==> src/rtl/stage_fetch.sv <==
// Instruction fetch stage: issues sequential reads, tracks up to two in-flight
// responses and buffers returned words in a 2-entry PC-tagged FIFO for decode.
module stage_fetch #(
  parameter logic [31:0] RESET_PC = 32'h0000_0000
) (
  input  logic        clk,
  input  logic        rst,
  input  logic        stall,
  input  logic        redirect_valid,
  input  logic [31:0] redirect_pc,
  output logic [31:0] pc_out,
  output logic [31:0] instr,
  output logic        instr_valid,
  output logic        bus_req,
  output logic [31:0] bus_addr,
  input  logic        bus_gnt,
  input  logic [31:0] bus_rdata,
  input  logic        bus_rvalid
);

  logic [31:0] fetch_pc;
  logic [31:0] resp_pc;
  logic [1:0]  outstanding;
  logic [1:0]  drop;
  logic [1:0]  count;

  logic [31:0] head_pc;
  logic [31:0] head_word;
  logic [31:0] tail_pc;
  logic [31:0] tail_word;

  logic        pop;
  logic        grant;
  logic        keep;
  logic [2:0]  credit_used;
  logic [31:0] target;
  logic [1:0]  outstanding_next;

  logic [31:0] head_pc_next;
  logic [31:0] head_word_next;
  logic [31:0] tail_pc_next;
  logic [31:0] tail_word_next;
  logic [1:0]  level;

  assign target      = redirect_pc & ~32'h0000_0003;
  assign instr_valid = (count != 2'd0);
  assign pop         = instr_valid & ~stall;
  assign pc_out      = head_pc;
  assign instr       = head_word;
  assign bus_addr    = fetch_pc;

  // A slot being popped this cycle returns its credit immediately, which lets a
  // 1-cycle bus sustain one instruction per cycle while still never overfilling.
  assign credit_used = {1'b0, outstanding} + {1'b0, count} - {2'b00, pop};
  assign bus_req     = ~rst & ~redirect_valid & (credit_used < 3'd2);
  assign grant       = bus_req & bus_gnt;
  assign keep        = bus_rvalid & (drop == 2'd0);

  always_comb begin
    outstanding_next = outstanding;
    if (grant && !bus_rvalid) begin
      outstanding_next = outstanding + 2'd1;
    end else if (!grant && bus_rvalid && outstanding != 2'd0) begin
      outstanding_next = outstanding - 2'd1;
    end
  end

  // Pop shifts the tail forward first so a push lands in the freed slot.
  always_comb begin
    head_pc_next   = head_pc;
    head_word_next = head_word;
    tail_pc_next   = tail_pc;
    tail_word_next = tail_word;
    level          = count;
    if (pop) begin
      head_pc_next   = tail_pc;
      head_word_next = tail_word;
      level          = count - 2'd1;
    end
    if (keep) begin
      if (level == 2'd0) begin
        head_pc_next   = resp_pc;
        head_word_next = bus_rdata;
      end else begin
        tail_pc_next   = resp_pc;
        tail_word_next = bus_rdata;
      end
      level = level + 2'd1;
    end
  end

  always_ff @(posedge clk) begin
    if (rst) begin
      fetch_pc    <= RESET_PC;
      resp_pc     <= RESET_PC;
      outstanding <= 2'd0;
      drop        <= 2'd0;
      count       <= 2'd0;
    end else begin
      outstanding <= outstanding_next;
      if (redirect_valid) begin
        // Everything still in flight after this cycle belongs to the old path.
        fetch_pc <= target;
        resp_pc  <= target;
        drop     <= outstanding_next;
        count    <= 2'd0;
      end else begin
        if (grant) begin
          fetch_pc <= fetch_pc + 32'd4;
        end
        if (keep) begin
          resp_pc <= resp_pc + 32'd4;
        end
        if (bus_rvalid && drop != 2'd0) begin
          drop <= drop - 2'd1;
        end
        count <= level;
      end
    end
  end

  always_ff @(posedge clk) begin
    head_pc   <= head_pc_next;
    head_word <= head_word_next;
    tail_pc   <= tail_pc_next;
    tail_word <= tail_word_next;
  end

endmodule

==> config.mk <==
export PLATFORM = sky130hd
export DESIGN_NAME = stage_fetch
export DESIGN_NICKNAME = d
export VERILOG_FILES = /design/src/rtl/stage_fetch.sv
export SDC_FILE = /design/constraint.sdc
export NUM_CORES = 1
export LEC_CHECK = 0
export ABC_AREA = 0
export BUFFER_PORTS_ARGS = -buffer_cell sky130_fd_sc_hd__clkbuf_2
export CORE_ASPECT_RATIO = 2
export CORE_MARGIN = 3
export CORE_UTILIZATION = 55
export CTS_CLUSTER_SIZE = 14
export DETAILED_ROUTE_END_ITERATION = 8
export PLACE_DENSITY = 0.83
export RECOVER_POWER = 25
export SLEW_MARGIN = 5
export SYNTH_ARGS = -nofsm -noshare
export SYNTH_HDL_FRONTEND = slang
export SYNTH_SLANG_ARGS = --single-unit
==> constraint.sdc <==
create_clock -name clk -period 8.3 [get_ports clk]
set_input_delay 1.245 -clock clk [delete_from_list [all_inputs] [get_ports clk]]
set_output_delay 1.245 -clock clk [all_outputs]
set_load 0.03 [all_outputs]
# Yosys cells after proc, flatten, opt, wreduce, memory -nomap -nowiden
# Cells that the tools add are included.
# totals
ff_bits	198
inputBits	70
wordCells	62
# classes
n_addsub	9
order_cmp	1
n_mux	16
n_bitwise	9
reduce_logical	16
# ops
cell	n
two-way mux 32 bit	10
adder 32 x 3 -> 32 bit, second input constant	2
two-way mux 2 bit	6
nonzero test 2 bit	6
subtractor 2 x 1 -> 2 bit, second input constant	3
AND 1 bit	5
adder 2 x 1 -> 2 bit, second input constant	2
logical AND 1 bit	4
logical NOT 2 bit	2
NOT 1 bit	4
adder 2 x 2 -> 3 bit	1
less-than comparator 3 x 2 -> 1 bit, second input constant	1
subtractor 3 x 1 -> 3 bit	1
logical NOT 1 bit	2
AND reduction 2 bit	1
OR reduction 2 bit	1

# Depth between registers and ports, before layout
# Gate-level depths: netlist (run 1).
# depth
word_depth	12
mapped_depth	14

# Least setup slack after synthesis (run 1)
# OpenSTA, ideal clock, no wires.
# synth_timing
kind	input to register
from	input port stall
to	register tail_pc[10], enable pin
t_arrival_ns	4.574
required_time_ns	7.818
path_slack_ns	3.244
cell_stages	5
n_path_buf	1
path_cell_list	or2_2 > clkbuf_1 > a21oi_1 > ha_1 > nor2_1
# synth_between
elab_chain_cells	6
# synth_lines
element	line_no	text
start, declared	8	input logic stall,
NOT 1 bit	47	assign pop = instr_valid & ~stall;
AND 1 bit	47	
two-way mux 2 bit	75	if (pop) begin
logical NOT 2 bit	81	if (level == 2'd0) begin
NOT 1 bit (no source line)	n/a	
AND reduction 2 bit (no source line)	n/a	
end signal, assigned	125	tail_pc <= tail_pc_next;
end, declared	29	logic [31:0] tail_pc;
# No other way between the ends.
# A chain may end at the register's enable or synchronous reset.

# Final worst setup path (run 1)
# layout_timing
from	input port redirect_valid
to	output port bus_req
# layout_between
elab_chain_cells	3
# layout_lines
element	line_no	text
start, declared	9	input logic redirect_valid,
NOT 1 bit	55	assign bus_req = ~rst & ~redirect_valid & (credit_used < 3'd2);
AND 1 bit (2 in a row)	55	
end, declared	14	output logic bus_req,
# No other way between the ends.

==> results.cfg, run 1 <==
[outcome]
outcome = complete, but fails checks
violations = capacitance limit, slew limit

[job]
cap_violations = 1

[clocking]
hold_buffers = 0
clock_sinks = 192
htreeDepth = 4
ctsRootBufferMaster = clkbuf_16
cts_tree = built
clk_latency_ps = 420
cts_buffer_depth = 2
post_cts_buffers = 0
cts_resized = 0
clkTransAtPathRegs_ps = 70
cts_made_buffers = 17

[power]
p_total_mw = 3.06
ir_worst_vdd_uv = 141
p_leak_nw = 3.90
p_per_area_nw_per_um2 = 318

[routing]
drc = 0
ant_nets = 0
routed_wl_mm = 20.0
vias = 6553
routedWlPerCell_microns = 17.3
drt_iter0_drc = 365
vias_per_cell = 5.67
firstDrtPassIters = 5

[global_routing]
grt.total_usage_pct = 23.7
overflow = 0
grt_max_degree = 127
grt_pass1_vias = 6240
grt_pass1_wl_mm = 31.1
antenna_found_initial = 0

[critical_path]
worstPathArrival_ps = 3730
end_kind = output port
critPathLaunch = redirect_valid
critPathKind = in -> out
worstSetupStartpointType = input port
reg2regPathDepth = 11
r2r_start = count[0]$_SDFF_PP0_
crit_fanout = 48
rrSetupSlack_ps = 4680
critPathRequiredTime_ps = 7050
worstReg2RegEnd = bus_addr[22]$_SDFFE_PP0P_

[timing]
holdWs_ps = 482
post-route-period-util_pct = 59.9
period_needed_ps = 4980
tightest_slew_ps = 2060
slew_violations = 49
hold_violations = 0
setup_viol = 0
clock.fmax_mhz = 201
final.setup.tns_ps = 0
skew_ps = 8.74
rsz0062_at_grt = false
slew_headroom_pct = -37.5

[die]
core.rowCount = 62
initial_core_util_pct = 56.7
die_y_microns = 179
die_w_microns = 92.5
die_area_sq_um = 16500
io_pins = 168
core_area_sq_um = 14500

[synthesis]
ys_seq_elements = 192
syn_inst = 811
synth_ff_type = dfxtp_1
synth-edff-count = 62
avgSynthCellArea_sq_um = 10.1
ys_async_sr_fraction_pct = 0
ys_warn_count = 0
yosysSeqAreaShare_pct = 54.3
synth_area_sq_um = 8220
synthDistinctLibCells = 54

[finish]
area_delta_synth_final_pct = 17.1
drive_gt1_share_pct = 16.9
antennaDiodeCount = 0
nFillCells = 1220
register_area_sq_um = 4460
final_cell_mix = dfxtp_1, clkbuf_2, nand2_1
nets = 1028
final_common_cell = dfxtp_1
multi_input_area_sq_um = 3500

[worst_hold_path]
holdPathStages = 1
worstHoldEndpoint = pc_out[0]$_DFF_P_
min_path_type = reg -> reg
hold_start = pc_out[0]$_DFF_P_

[place]
dp_hpwl_mm = 14.0
numPortBuffers = 163
gp_congestion = 0.873
==> critical path, cell delays in order <==
cell,delay (ps)
clkbuf_2,80
clkbuf_1,1460
nor2_1,360
and3_1,370
clkbuf_2,200
==> area by class of cell <==
class,count,share of cell area [%]
sequential,192,46.4
tap,192,2.49
multi-input combinational,550,36.4
clock inverter,10,0.767
timing repair buffer,169,8.30
inverter,20,0.780
clock buffer,22,4.94
==> per-layer routing <==
layer / part of all wire (%) / vias to the layer above / routed length, microns / track usage, %
met1: 38 / 3057 / 7570 / 26.8
met3: 4.9 / 52 / 979 / 3.57
met4: 4.7 / 0 / 931 / 14.0
li1: - / 3203 / - / -
met5: 0 / - / 0 / 0
met2: 52 / 241 / 10500 / 41.9
==> per-stage QoR <==
stage          std cells  cell area [sq um]  util, %  setup slack (ps)
2_1_floorplan        812               8230        -              3240
3_3_place_gp        1123               9140     63.0              3900
3_5_place_dp        1123               9140     63.0              3860
4_1_cts             1155               9690     66.8              3860
5_1_grt             1155               9630     66.4              3070
6_report            1155               9630     66.4              3320
==> synth_stat cells (3+ instances only) <==
library cell	instances	area [sq um]
a211oi_1	16	120
dfxtp_1	130	2600
edfxtp_1	62	1860
o22ai_1	16	100
nand2_1	92	345
a22oi_1	8	60.1
or3_1	4	25.0
and2_1	10	62.6
nand2b_1	3	18.8
a21boi_0	9	67.6
and3_1	8	50.1
nand3_1	26	130
nor3_1	17	85.1
nand4_1	13	81.3
or4_1	4	30.0
inv_1	20	75.1
o21ai_0	71	355
xnor2_1	37	324
clkbuf_1	40	150
buf_2	5	25.0
o211ai_1	3	22.5
ha_1	7	87.6
nor2_1	47	176
and4_1	5	43.8
nor4_1	10	62.6
mux2i_1	64	641
a21oi_1	24	120
buf_1	3	11.3
xor2_1	11	96.3
a31oi_1	13	81.3
==> state kept, by name, summed over array words and instances, names as in the netlist <==
register	flops
instr	32
pc_out	32
tail_word	32
bus_addr	30
resp_pc	30
tail_pc	30
count	2
drop	2
outstanding	2
==> logic make-up (layout without fill, tap and decap cells) <==
kind of cell,Yosys count,in the layout,share of synthesized area (%)
simple gates,253,253,15.2
other cells,1,2,0.0456
compound gates,174,174,12.7
flops,192,192,54.3
mux,65,65,7.93
buf+inv,70,221,3.36
fa+ha+maj,8,8,1.31
xor+xnor,48,48,5.11
==> report_power, final <==
group	switching (mW)	total (mW)	internal (mW)
clock network	0.350	0.764	0.414
registers	0.127	1.34	1.21
logic	0.678	0.962	0.284
==> worst max-delay path by stage <==
| stage | endpoint | slack, ps | cells past startpoint |
|---|---|---|---|
| floorplan | tail_pc[10]$_DFFE_PP_ | 3240 | 5 |
| global placement | bus_req | 3900 | 8 |
| detailed placement | bus_req | 3860 | 8 |
| CTS | bus_req | 3860 | 8 |
| global route | bus_req | 3070 | 5 |
| finish | bus_req | 3320 | 5 |
(Power assumes the default switching activity.)
==> run 2, diff against run 1 <==
--- a/config.mk
+++ b/config.mk
@@ -5,14 +5,14 @@
 export SDC_FILE = /design/constraint.sdc
 export NUM_CORES = 1
 export LEC_CHECK = 0
-export ABC_AREA = 0
+export ABC_AREA = 1
 export BUFFER_PORTS_ARGS = -buffer_cell sky130_fd_sc_hd__clkbuf_2
 export CORE_ASPECT_RATIO = 2
 export CORE_MARGIN = 3
-export CORE_UTILIZATION = 55
+export CORE_UTILIZATION = 50
 export CTS_CLUSTER_SIZE = 14
 export DETAILED_ROUTE_END_ITERATION = 8
-export PLACE_DENSITY = 0.83
+export PLACE_DENSITY = 0.79
 export RECOVER_POWER = 25
 export SLEW_MARGIN = 5
 export SYNTH_ARGS = -nofsm -noshare
==> constraint.sdc (replaced) <==
create_clock -name clk -period 4.1 [get_ports clk]
set_input_delay 0.615 -clock clk [delete_from_list [all_inputs] [get_ports clk]]
set_output_delay 0.615 -clock clk [all_outputs]
set_load 0.03 [all_outputs]
==> run 2 against run 1 <==
  * The flow now finishes without violations
  * Count of clock-buffer cells in the layout down 5
  * Design area up 8.1%
  * Final cell count up 34%
  * Combinational power up 93%
  * First-iteration DRC count up 63%
  * Clock power up 100%
  * Via count up 27%
  * Critical path depth up 8
  * Hold slack worse by 100 ps
  * Core utilization down 6.7 points
  * Power up 97%
  * Global-route usage up 1.9 points
  * Critical path type is now reg -> out
  * Critical endpoint unchanged
==> results.cfg, run 2 <==
[synthesis]
ys_async_sr_fraction_pct = 0
synth-edff-count = 62
yosys-top-cells-area = dfxtp_1, edfxtp_1, nand2_1, nor2_1, a21oi_1
synth_area_sq_um = 9000
ys_warn_count = 0
synth_ff_type = dfxtp_1
yosysTopAreaCellShare_pct = 28.9
yosysSeqAreaShare_pct = 49.6
syn_inst = 1182
yosysMostFrequentCell = nand2_1
synth_largest_area_cell = dfxtp_1
avgSynthCellArea_sq_um = 7.62
synthTopCellsByCount = nand2_1, nor2_1, dfxtp_1
ys_seq_elements = 192
synthDistinctLibCells = 41

[place]
dpl_cell_area_sq_um = 9920
dp_cells = 1514
dp_slack_ps = 1170
gp_congestion = 0.972
dp_hpwl_mm = 18.8
numPortBuffers = 163

[clocking]
cts_resized = 0
clock_sinks = 192
hold_buffers = 0
cts_made_buffers = 17
clkTransAtPathRegs_ps = 70
ctsRootBufferMaster = clkbuf_16
post_cts_buffers = 0
cts_tree = built
cts_buffer_depth = 2
clk_latency_ps = 430
htreeDepth = 4

[critical_path]
end_kind = output port
critical_path.most_common_cell = nand2_1
critPathRequiredTime_ps = 3480
crit_chain = inv_1 > ha_1 > nor2_4 > inv_2 > nand2_1 > nand2_1 > inv_1 > nand2_1 > fa_1 > xor2_1 > nand2_1 > nor2_1 > clkbuf_2
crit_fanout = 5
max_stage_delay_ps = 380
worstPathArrival_ps = 2600
crit_slowest_cell = fa_1
rrSetupSlack_ps = 1210
cp_num_buf_inv = 4
worstSetupStartpointType = flop
critPathKind = reg -> out
crit_family = adder cells

[timing]
post-route-period-util_pct = 78.5
slew_headroom_pct = 26.1
final.setup.tns_ps = 0
skew_ps = 14.2
hold_violations = 0
rsz0062_at_grt = false
final.setup.worst_slack_ps = 882
holdWs_ps = 380
clock.fmax_mhz = 311
tightest_slew_ps = 1110
period_needed_ps = 3220
setup_viol = 0
slew_violations = 0

[routing]
drc = 0
routedWlPerCell_microns = 16.3
drt_iter0_drc = 594
routed_wl_mm = 25.2
vias_per_cell = 5.39
firstDrtPassIters = 5
vias = 8340
ant_nets = 0

[die]
die_area_sq_um = 19700
die_w_microns = 101
io_pins = 168
core.rowCount = 68
die_y_microns = 196
initial_core_util_pct = 51.6
core_area_sq_um = 17400

[finish]
area_delta_synth_final_pct = 15.7
instances_no_fill = 1546
nFillCells = 1643
fin_util_pct = 59.7
final_cell_area_sq_um = 10400
drive_gt1_share_pct = 13.9
nets = 1401
final_common_cell = nand2_1
final_cell_mix = nand2_1, nor2_1, dfxtp_1
antennaDiodeCount = 0

[global_routing]
grt_pass1_wl_mm = 39.8
grt_max_degree = 65
overflow = 0
grt.total_usage_pct = 25.7
antenna_found_initial = 0
grt_pass1_vias = 8129

[power]
ir_worst_vdd_uv = 266
p_total_mw = 6.05
p_leak_nw = 4.34
p_per_area_nw_per_um2 = 581

[worst_hold_path]
min_path_type = in -> reg

[outcome]
outcome = complete, no violations

[job]
cap_violations = 0
## run 2: per-layer routing
metal	vias to the layer above	routed length, microns	track usage [%]
met5	-	0	0
met4	0	1690	16.6
met2	284	13100	45.9
li1	4132	-	-
met1	3847	9160	27.1
met3	77	1240	3.95
## run 2: final cells by class
type                            instances  area, sq um  area share (%)
Multi-Input combinational cell        829         3890            37.3
Clock buffer                           17          425            4.09
Timing Repair Buffer                  169          810            7.77
Tap cell                              210          263            2.52
Sequential cell                       192         4460            42.9
Inverter                              114          437            4.19
Clock inverter                         15          126            1.21
## run 2: cell families after synthesis
family,count (synthesis),synth area share [%]
xor gates and xnor gates,23,2.24
and+or+nand+nor,591,27.1
adders and majority gates,8,1.20
DFF,192,49.6
AOI/OAI and AO/OA,205,12.4
other,1,0.0417
buffers and inverters,162,7.51
## run 2: worst paths after layout
| kind | start | depth (start not counted) | end |
|---|---|---|---|
| hold / removal | bus_rdata[3] | 1 | tail_word[3]$_DFFE_PP_ |
| setup / recovery | count[0]$_SDFF_PP0_ | 13 | bus_req |
| setup reg to reg | count[0]$_SDFF_PP0_ | 17 | drop[1]$_SDFFE_PP0P_ |
| hold reg to reg | pc_out[1]$_DFF_P_ | 2 | pc_out[1]$_DFF_P_ |
## run 2: power by group
part / internal [mW] / leakage (nW) / switching (mW)
sequential: 2.40 / 1.66 / 0.234
clock: 0.795 / 0.268 / 0.765
combinational: 0.497 / 2.41 / 1.36
total: 3.69 / 4.34 / 2.36
## run 2: worst register-to-register path: stages, from the launching register on
cell and delay (ps):
dfxtp_1 350, inv_1 70, ha_1 240, nor2_4 140, inv_2 60, nand2_1 70
nand2_1 90, inv_1 80, nand2_1 60, fa_1 380, xor2_1 270, nand3_4 230
inv_4 300, nand2_1 150, nand3_1 130, nand2_1 60, nand3_1 60, nand2_1 60
